### src/rtl/soc910_pkg.sv
// Shared soc910 peripheral-subsystem types: AXI-Lite and APB channel structs,
// the APB address rule, and controller defaults.
package soc910_pkg;

  localparam int unsigned AxiAddrWidth     = 40;
  localparam int unsigned AxiDataWidth     = 32;
  localparam int unsigned AxiStrbWidth     = AxiDataWidth / 8;
  localparam int unsigned ApbNumSlaves     = 4;
  localparam int unsigned ApbTimeoutCycles = 256;

  localparam logic [1:0] RespOkay   = 2'b00;
  localparam logic [1:0] RespSlvErr = 2'b10;
  localparam logic [1:0] RespDecErr = 2'b11;

  typedef logic [AxiAddrWidth-1:0] addr_t;
  typedef logic [AxiDataWidth-1:0] data_t;
  typedef logic [AxiStrbWidth-1:0] strb_t;

  typedef enum logic [1:0] {
    APB_IDLE   = 2'd0,
    APB_SETUP  = 2'd1,
    APB_ACCESS = 2'd2,
    APB_RESP   = 2'd3
  } apb_state_e;

  typedef struct packed {
    addr_t start_addr;
    addr_t end_addr;
  } apb_rule_t;

  typedef struct packed {
    addr_t      addr;
    logic [2:0] prot;
  } axi_lite_ax_t;

  typedef struct packed {
    data_t data;
    strb_t strb;
  } axi_lite_w_t;

  typedef struct packed {
    logic [1:0] resp;
  } axi_lite_b_t;

  typedef struct packed {
    data_t      data;
    logic [1:0] resp;
  } axi_lite_r_t;

  typedef struct packed {
    axi_lite_ax_t aw;
    logic         aw_valid;
    axi_lite_w_t  w;
    logic         w_valid;
    logic         b_ready;
    axi_lite_ax_t ar;
    logic         ar_valid;
    logic         r_ready;
  } axi_lite_req_t;

  typedef struct packed {
    logic        aw_ready;
    logic        w_ready;
    axi_lite_b_t b;
    logic        b_valid;
    logic        ar_ready;
    axi_lite_r_t r;
    logic        r_valid;
  } axi_lite_resp_t;

  typedef struct packed {
    addr_t      paddr;
    logic [2:0] pprot;
    logic       psel;
    logic       penable;
    logic       pwrite;
    data_t      pwdata;
    strb_t      pstrb;
  } apb_req_t;

  typedef struct packed {
    logic  pready;
    data_t prdata;
    logic  pslverr;
  } apb_resp_t;

  // Slave-index width, kept at least one bit so a single-slave build still elaborates.
  function automatic int unsigned idx_width(input int unsigned n);
    return (n > 1) ? $clog2(n) : 1;
  endfunction

  function automatic logic [1:0] resp_from_err(input logic err);
    return err ? RespSlvErr : RespOkay;
  endfunction

endpackage

### src/rtl/soc910_apb_decode.sv
// Priority address decoder: first rule (lowest index) whose [start, end) range
// contains the address selects the slave.
module soc910_apb_decode
  import soc910_pkg::*;
#(
  parameter int unsigned NumSlaves = ApbNumSlaves
) (
  input  addr_t                             addr,
  input  apb_rule_t                         addr_map [NumSlaves],
  output logic [idx_width(NumSlaves)-1:0]   slv_idx,
  output logic                              hit
);

  localparam int unsigned IdxWidth = idx_width(NumSlaves);

  logic [NumSlaves-1:0] match;

  for (genvar gi = 0; gi < NumSlaves; gi++) begin : g_match
    assign match[gi] = (addr >= addr_map[gi].start_addr) && (addr < addr_map[gi].end_addr);
  end

  // Scan from the top so the lowest matching index is the last one written.
  always_comb begin
    slv_idx = '0;
    hit     = 1'b0;
    for (int i = NumSlaves - 1; i >= 0; i--) begin
      if (match[i]) begin
        slv_idx = IdxWidth'(i);
        hit     = 1'b1;
      end
    end
  end

endmodule

### src/rtl/soc910_apb_ctrl.sv
// AXI-Lite to APB bridge: one transaction at a time, alternating read/write priority.
// Optional ACCESS-phase timeout is built when SOC910_APB_TIMEOUT_EN is defined.
module soc910_apb_ctrl
  import soc910_pkg::*;
#(
  parameter int unsigned NumSlaves     = ApbNumSlaves,
  parameter int unsigned TimeoutCycles = ApbTimeoutCycles
) (
  input  logic           clk_i,
  input  logic           rst_i,
  input  apb_rule_t      addr_map_i [NumSlaves],
  input  axi_lite_req_t  axi_lite_req_i,
  output axi_lite_resp_t axi_lite_rsp_o,
  output apb_req_t       apb_req_o [NumSlaves],
  input  apb_resp_t      apb_rsp_i [NumSlaves]
);

  localparam int unsigned IdxWidth = idx_width(NumSlaves);

  apb_state_e          state_reg, state_next;
  logic                prio_read_reg;
  addr_t               addr_reg;
  logic [2:0]          prot_reg;
  data_t               wdata_reg;
  strb_t               wstrb_reg;
  logic                write_reg;
  logic [IdxWidth-1:0] sel_reg;
  logic [1:0]          resp_reg;
  data_t               rdata_reg;

  logic                wr_pend, rd_pend, grant_wr, grant_rd, idle_ok, accept;
  addr_t               dec_addr;
  logic [IdxWidth-1:0] dec_idx;
  logic                dec_hit;
  apb_resp_t           sel_rsp;
  logic                resp_done;
  logic                timeout_hit;

  assign wr_pend  = axi_lite_req_i.aw_valid & axi_lite_req_i.w_valid;
  assign rd_pend  = axi_lite_req_i.ar_valid;
  assign grant_wr = wr_pend & (~rd_pend | ~prio_read_reg);
  assign grant_rd = rd_pend & ~grant_wr;
  // Readies must stay low while reset is held even if valids are already up.
  assign idle_ok  = (state_reg == APB_IDLE) & ~rst_i;
  assign accept   = idle_ok & (grant_wr | grant_rd);
  assign dec_addr = grant_wr ? axi_lite_req_i.aw.addr : axi_lite_req_i.ar.addr;

  assign sel_rsp   = apb_rsp_i[sel_reg];
  assign resp_done = write_reg ? axi_lite_req_i.b_ready : axi_lite_req_i.r_ready;

  soc910_apb_decode #(
    .NumSlaves (NumSlaves)
  ) u_decode (
    .addr     (dec_addr),
    .addr_map (addr_map_i),
    .slv_idx  (dec_idx),
    .hit      (dec_hit)
  );

`ifdef SOC910_APB_TIMEOUT_EN
  localparam int unsigned CntWidth = $clog2(TimeoutCycles + 1);
  logic [CntWidth-1:0] cnt_reg;

  always_ff @(posedge clk_i or posedge rst_i) begin
    if (rst_i) begin
      cnt_reg <= '0;
    end else if (state_reg == APB_SETUP) begin
      cnt_reg <= '0;
    end else if ((state_reg == APB_ACCESS) && !sel_rsp.pready) begin
      cnt_reg <= cnt_reg + CntWidth'(1);
    end
  end

  // Fires in the last allowed ACCESS cycle only if pready is still low.
  assign timeout_hit = (state_reg == APB_ACCESS) && !sel_rsp.pready &&
                       (cnt_reg == CntWidth'(TimeoutCycles - 1));
`else
  logic timeout_unused;
  assign timeout_unused = (TimeoutCycles != 0);
  assign timeout_hit    = 1'b0;
`endif

  always_ff @(posedge clk_i or posedge rst_i) begin
    if (rst_i) begin
      state_reg <= APB_IDLE;
    end else begin
      state_reg <= state_next;
    end
  end

  always_comb begin
    state_next = state_reg;
    case (state_reg)
      APB_IDLE:   if (accept) state_next = dec_hit ? APB_SETUP : APB_RESP;
      APB_SETUP:  state_next = APB_ACCESS;
      APB_ACCESS: if (sel_rsp.pready || timeout_hit) state_next = APB_RESP;
      APB_RESP:   if (resp_done) state_next = APB_IDLE;
      default:    state_next = APB_IDLE;
    endcase
  end

  always_ff @(posedge clk_i or posedge rst_i) begin
    if (rst_i) begin
      prio_read_reg <= 1'b0;
      write_reg     <= 1'b0;
      addr_reg      <= '0;
      prot_reg      <= '0;
      wdata_reg     <= '0;
      wstrb_reg     <= '0;
      sel_reg       <= '0;
      resp_reg      <= RespOkay;
      rdata_reg     <= '0;
    end else begin
      if (accept) begin
        prio_read_reg <= ~prio_read_reg;
        write_reg     <= grant_wr;
        addr_reg      <= dec_addr;
        prot_reg      <= grant_wr ? axi_lite_req_i.aw.prot : axi_lite_req_i.ar.prot;
        wdata_reg     <= grant_wr ? axi_lite_req_i.w.data : '0;
        wstrb_reg     <= grant_wr ? axi_lite_req_i.w.strb : '0;
        sel_reg       <= dec_idx;
        if (!dec_hit) begin
          resp_reg  <= RespDecErr;
          rdata_reg <= '0;
        end
      end
      if (state_reg == APB_ACCESS) begin
        if (sel_rsp.pready) begin
          resp_reg <= resp_from_err(sel_rsp.pslverr);
          if (!write_reg) rdata_reg <= sel_rsp.prdata;
        end else if (timeout_hit) begin
          resp_reg  <= RespSlvErr;
          rdata_reg <= '0;
        end
      end
    end
  end

  always_comb begin
    axi_lite_rsp_o          = '0;
    axi_lite_rsp_o.aw_ready = accept & grant_wr;
    axi_lite_rsp_o.w_ready  = accept & grant_wr;
    axi_lite_rsp_o.ar_ready = accept & grant_rd;
    axi_lite_rsp_o.b.resp   = resp_reg;
    axi_lite_rsp_o.b_valid  = (state_reg == APB_RESP) & write_reg;
    axi_lite_rsp_o.r.data   = rdata_reg;
    axi_lite_rsp_o.r.resp   = resp_reg;
    axi_lite_rsp_o.r_valid  = (state_reg == APB_RESP) & ~write_reg;
  end

  // psel/penable come from state only, so pready never reaches them combinationally.
  for (genvar gi = 0; gi < NumSlaves; gi++) begin : g_apb
    always_comb begin
      apb_req_o[gi]         = '0;
      apb_req_o[gi].paddr   = addr_reg;
      apb_req_o[gi].pprot   = prot_reg;
      apb_req_o[gi].pwrite  = write_reg;
      apb_req_o[gi].pwdata  = wdata_reg;
      apb_req_o[gi].pstrb   = wstrb_reg;
      apb_req_o[gi].psel    = ((state_reg == APB_SETUP) || (state_reg == APB_ACCESS)) &&
                              (sel_reg == IdxWidth'(gi));
      apb_req_o[gi].penable = (state_reg == APB_ACCESS) && (sel_reg == IdxWidth'(gi));
    end
  end

endmodule

### config.mk
export PLATFORM = sky130hd
export DESIGN_NAME = soc910_apb_ctrl
export DESIGN_NICKNAME = d
export VERILOG_FILES = /design/src/rtl/soc910_pkg.sv /design/src/rtl/soc910_apb_decode.sv /design/src/rtl/soc910_apb_ctrl.sv
export SDC_FILE = /design/constraint.sdc
export NUM_CORES = 1
export LEC_CHECK = 0
export ABC_AREA = 1
export CAP_MARGIN = 20
export CORE_AREA = 4 4 368 370
export CTS_CLUSTER_DIAMETER = 100
export CTS_CLUSTER_SIZE = 24
export DETAILED_ROUTE_END_ITERATION = 7
export DIE_AREA = 0 0 372 374
export HOLD_SLACK_MARGIN = 0.06
export MAX_ROUTING_LAYER = met4
export SLEW_MARGIN = 10
export SYNTH_ARGS = -nofsm -noshare
export SYNTH_HDL_FRONTEND = slang
export SYNTH_SLANG_ARGS = --single-unit
### constraint.sdc
create_clock -name clk_i -period 4.9 [get_ports clk_i]
set_clock_uncertainty 0.2 [all_clocks]
set_input_delay 0.735 -clock clk_i [delete_from_list [all_inputs] [get_ports clk_i]]
set_output_delay 0.735 -clock clk_i [all_outputs]
set_load 0.01 [all_outputs]
==> results.txt, run 1 <==
Outcome: complete, no violations
Avg Synthesized Cell Area: 6.94 µm²
Largest register FFs: 40
Synth top area cells: ha_1, dfrtp_1, nand2_1, buf_4, inv_1
Postcts setup bufs: 0
DRC: 0
GRT Total Usage: 16.1%
Leakage: 0.0132 µW
Num CTS Buffers: 17
Fin crit share: 90.2%
Clk pwr share: 12.2%
WL/cell: 22.8 µm
Critical path type: input port to register
Minimum clock period: 4420 ps
Synth cell types: 49
Initial antenna violation count: 39
Post-CTS Resized: 0
Slowest cell on crit path: ha_1
Mapped Area: 16300 µm²
Number of cells on the critical path: 25
Worst-Skew Late Latency: 480 ps
Yosys Warn Count: 0
Final Total Pwr: 11000 µW
Min-Delay Path Depth: 2
CTS Buffer Depth: 2
Hold crit path type: register to register
Max cap viols: 0
Worst-path clk slew: 60 ps
Startpoint Class: input port
F_max: 0.226 GHz
Synth Instances: 2346
Routed vias: 18300
Combinational share of power: 63.7%
Die Y: 374 µm
Clock Tree Root: clkbuf_16
Sequential share of power: 24.1%
Final hold violation count: 0
Crit path required time: 5100 ps
Unrepaired setup endpoints after global routing: no
Grt ovf: 0
Post-synth EDFFs: 0
Starting Density: 12.3%
Seq cells post-synth: 119
Die ar.: 139000 µm²
Crit path top cell by count: nand2_1
Design area: 27600 µm²
Worst-Margin Slew: 804 ps
Die X: 372 µm
Row count: 134
Internal: 5820 µW
First-pass GRT wire length: 150 mm
Synthesis-to-layout area growth: 69.2%
Critical path's top delay family: simple AND/OR/NAND/NOR gates
CP Capture Type: register
RePlAce Congestion: 0.899
Net Sw Frac: 47.0%
Iter 0 DRT Violations: 1101
Final Setup Violations: 0
Nets@finish: 4019
Vias in the first global route: 18500
Async SR Flop Fraction: 100%
Post-synthesis sequential area ratio: 18.3%
Hold_buf cts: 0
Crit-path max cell delay: 470 ps
H-tree lvl count: 4
Pwr/cell area: 399 nW/µm²
Via density: 3.73
Top FF cell, synth: dfrtp_1
Crit path DAT: 4630 ps
CTS tree: built
Clock Sinks: 119
Switching power: 5160 µW
Most frequent cell after synthesis: nand2_1
# IOs: 954
Slew headroom: 46.3%
Post-synth net total: 3251
Slew Viols, Final: 0
Peak fanout along the critical path: 34
Bufs and invs on worst path: 6
Largest net degree at the start of global routing: 120
DRT Pass-1 Iters: 6
DP Area: 26900 µm²
R2R depth: 23
Max IR drop VDD: 0.205 mV
Share of layout cells above drive strength 1: 5.47%
Synth top area share: 24.6%
Setup_tns: 0 ps
Commonest cells post-synth: nand2_1, inv_1, ha_1
IO buf count: 953
Routed Antenna Nets: 0
Post-DP HPWL: 99.8 mm
Core ar.: 133000 µm²
Post-synth top area cell: ha_1
Filler cell count in the final layout: 14700
Detailed-route wire length: 112 mm
==> metal layers <==
metal  wire length, µm  vias to the layer above  GRT usage, %
met5                 0                        -             -
met4              1130                        0          2.55
met3              6240                       48          3.08
met2             57600                      701          28.6
met1             47400                     8683          19.0
li1                  -                     8898             -
==> final timing paths <==
check | to | from | slack [ps]
worst max-delay path | rdata_reg[31]$_DFF_PP0_ | axi_lite_req_i[83] | 480
worst min-delay path | rdata_reg[28]$_DFF_PP0_ | rdata_reg[28]$_DFF_PP0_ | 300
worst max register to register | rdata_reg[31]$_DFF_PP0_ | prio_read_reg$_DFFE_PP0P_ | 840
worst min register to register | rdata_reg[28]$_DFF_PP0_ | rdata_reg[28]$_DFF_PP0_ | 300
max in group asynchronous | addr_reg[35]$_DFFE_PP0P_ | rst_i | 3240
min in group asynchronous | state_reg[0]$_DFFE_PP0P_ | rst_i | 680
==> power groups by stage <==
stage / Combinational (µW) / Sequential (µW) / Clock, µW
after detailed placement: 7120 / 2770 / 0
after CTS: 7140 / 2760 / 1410
after global routing: 7600 / 2750 / 1440
after floorplan: 3730 / 2040 / 0
after global placement: 7070 / 2770 / 0
final: 6990 / 2640 / 1340
==> worst min-delay path: stages, from the launching register on <==
cell     delay [ps]
dfrtp_1         340
nand3_1          70
nand2_1          60
==> cells by family after synthesis <==
family | share of synthesized area, %
AOI/OAI and AO/OA | 12.5
xor gates and xnor gates | 0.0538
adders and majority gates | 24.6
buffers and inverters | 21.7
DFF | 18.3
and+or+nand+nor | 22.9
==> cell type report <==
| cell class | instances | area [µm²] | area share, % |
|---|---|---|---|
| diodes | 24 | 60.1 | 0.218 |
| clock buffers | 20 | 457 | 1.66 |
| clock inverters | 11 | 126 | 0.459 |
| inverters | 399 | 1500 | 5.45 |
| multi-input cells | 1538 | 9780 | 35.5 |
| flip-flops and latches | 119 | 2980 | 10.8 |
| well taps | 1768 | 2210 | 8.03 |
| repair buffers | 1039 | 10400 | 37.9 |
==> metrics by stage <==
stage / cells / utilization [%] / hold WS, ps / worst slack, ps
6_report: 4918 / 20.8 / 304 / 479
5_1_grt: 4917 / 20.8 / 333 / 153
4_1_cts: 4894 / 20.7 / 310 / 437
3_5_place_dp: 4863 / 20.3 / 294 / -120
3_3_place_gp: 4863 / 20.3 / 293 / -99.9
2_1_floorplan: 2346 / - / 261 / 651
==> cells in the final DEF, fill, tap and decap left out, types with 8 or more instances in the layout <==
cell             netlist  final
diode_2                0     24
buf_12                 0     20
o21a_1                15     15
nand3_1               44     44
a22oi_1               30     30
nand2_1              609    609
nand3_2               21     21
inv_1                388    387
a21oi_1              142    142
nand4_1               29     29
dfrtp_1              119    119
clkinvlp_4             0      8
ha_1                 320    320
a22o_1                37     37
clkdlybuf4s50_1        0    953
a31oi_1               39     39
o21ai_0               46     46
buf_4                246     66
inv_2                  9     11
clkbuf_16              0     17
nor2_1               152    150
(Power assumes the default switching activity.)
==> inputs of run 2 (changes only) <==
--- a/config.mk
+++ b/config.mk
@@ -8,6 +8,7 @@
 export ABC_AREA = 1
 export CAP_MARGIN = 20
 export CORE_AREA = 4 4 368 370
+export CTS_BUF_LIST = sky130_fd_sc_hd__clkbuf_16
 export CTS_CLUSTER_DIAMETER = 100
 export CTS_CLUSTER_SIZE = 24
 export DETAILED_ROUTE_END_ITERATION = 7
==> run 2 against run 1 <==
Effect of this change:
- global-route usage stayed put
- maximum frequency decreased by 0.67%
- hold slack about the same
- wire length barely moved
- sequential share of layout area about the same
- register-to-register slack got worse by 30 ps
- worst setup slack worse by 30 ps
- critical endpoint is now rdata_reg[23]$_DFF_PP0_
==> results.txt, run 2 (same netlist as run 1, synthesis figures left out) <==
F_max: 0.225 GHz
Post-CTS Resized: 0
Largest net degree at the start of global routing: 120
Utilization after layout: 20.8%
Critical path's top delay family: simple AND/OR/NAND/NOR gates
Setup_tns: 0 ps
Worst-path clk slew: 60 ps
Final WS setup: 449 ps
Clock Sinks: 119
Bufs and invs on worst path: 6
Via density: 3.73
Slew Viols, Final: 0
Crit-path max cell delay: 470 ps
Critical path type: input port to register
Share of layout cells above drive strength 1: 5.41%
Crit path DAT: 4660 ps
Max cap viols: 0
Slew headroom: 46.5%
Design area: 27500 µm²
Fin crit share: 90.8%
Die ar.: 139000 µm²
Final hold violation count: 0
Num CTS Buffers: 17
Core ar.: 133000 µm²
Grt ovf: 0
Synthesis-to-layout area growth: 69.1%
Starting Density: 12.3%
Row count: 134
Worst-Skew Late Latency: 480 ps
DP Area: 26900 µm²
CTS tree: built
Initial antenna violation count: 41
Final Setup Violations: 0
Clock Tree Root: clkbuf_16
Peak fanout along the critical path: 34
Startpoint Class: input port
H-tree lvl count: 4
Leakage: 0.0132 µW
Vias in the first global route: 18500
Minimum clock period: 4450 ps
Most common cell after layout, fill and taps aside: clkdlybuf4s50_1
Die Y: 374 µm
Post-Place Setup Slack: -120 ps
Crit path required time: 5110 ps
Crit path top cell by count: nand2_1
RePlAce Congestion: 0.899
Routed Antenna Nets: 0
CTS Buffer Depth: 2
Slowest cell on crit path: ha_1
Outcome: complete, no violations
Commonest non-fill, non-tap cells in the layout: clkdlybuf4s50_1, nand2_1, inv_1, ha_1, nor2_1
Filler cell count in the final layout: 14700
Die X: 372 µm
IO buf count: 953
GRT Total Usage: 16.1%
Final Non-Filler Cells: 4924
WL/cell: 22.8 µm
Hold crit path type: register to register
Nets@finish: 4019
Post-DP HPWL: 99.8 mm
Postcts setup bufs: 0
Unrepaired setup endpoints after global routing: no
# IOs: 954
Iter 0 DRT Violations: 1008
Routed vias: 18400
Max IR drop VDD: 0.204 mV
Hold_buf cts: 0
DRC: 0
Placed cell count: 4863
Pwr/cell area: 397 nW/µm²
Detailed-route wire length: 112 mm
CP Capture Type: register
First-pass GRT wire length: 150 mm
Largest register FFs: 40
DRT Pass-1 Iters: 6
Worst-Margin Slew: 800 ps
-- run 2: cell count changes in the layout (fill, tap and decap cells not counted), sizes merged --
cell,delta
inv,+1
clkinv,+2
diode,+6
clkbuf,-3
-- run 2: path summary, 6_finish.rpt --
kind	from	end	slack, ps	depth (start not counted)
setup / recovery	axi_lite_req_i[83]	rdata_reg[23]$_DFF_PP0_	450	25
hold / removal	rdata_reg[28]$_DFF_PP0_	rdata_reg[28]$_DFF_PP0_	300	2
setup reg to reg	prio_read_reg$_DFFE_PP0P_	rdata_reg[23]$_DFF_PP0_	810	23
hold reg to reg	rdata_reg[28]$_DFF_PP0_	rdata_reg[28]$_DFF_PP0_	300	2
max in group asynchronous	rst_i	addr_reg[35]$_DFFE_PP0P_	3240	3
min in group asynchronous	rst_i	state_reg[0]$_DFFE_PP0P_	690	3
-- run 2: routing by layer --
metal	global-route usage, %	wire, µm	vias up
met4	2.83	1340	0
met2	28.5	57400	702
met3	3.13	6300	49
li1	-	-	8914
met5	-	0	-
met1	19.0	47400	8689
-- run 2: final cells by class --
class	instances	area [µm²]	area share [%]
timing repair buffer	1039	10400	37.9
multi-input combinational	1538	9780	35.5
sequential	119	2980	10.8
tap	1768	2210	8.03
inverter	399	1500	5.45
clock buffer	17	425	1.54
clock inverter	14	138	0.500
antenna	30	75.1	0.273
-- run 2: where the power goes --
| part | leakage (µW) | internal, µW | switching (µW) |
|---|---|---|---|
| logic | 0.0114 | 3650 | 3350 |
| clock network | 0.000255 | 736 | 574 |
| registers | 0.00148 | 1400 | 1230 |
| total | 0.0132 | 5790 | 5150 |
-- run 2: worst register-to-register path, cell delays in order (launching register included) --
cell,delay [ps]
dfrtp_1,390
nand2_2,100
nand2_4,100
inv_2,90
buf_12,160
nand2_1,200
nand2_1,360
ha_1,470
nand2_1,50
nor2_1,100
nand2_1,90
nor2_1,260
buf_4,210
and2_1,130
nand2_1,50
nand3_1,140
nand2_1,90
inv_2,70
nand2_2,70
nand2_4,100
nor2_8,50
nand2_8,230
nand3_1,240
nand2_1,90
-- run 2: metrics by stage --
step / total power (µW) / hold WS, ps
final: 10900 / 304
after global routing: 11800 / 333
after CTS: 11300 / 310
after detailed placement: 9890 / 294
after global placement: 9840 / 293
after floorplan: 5770 / 261
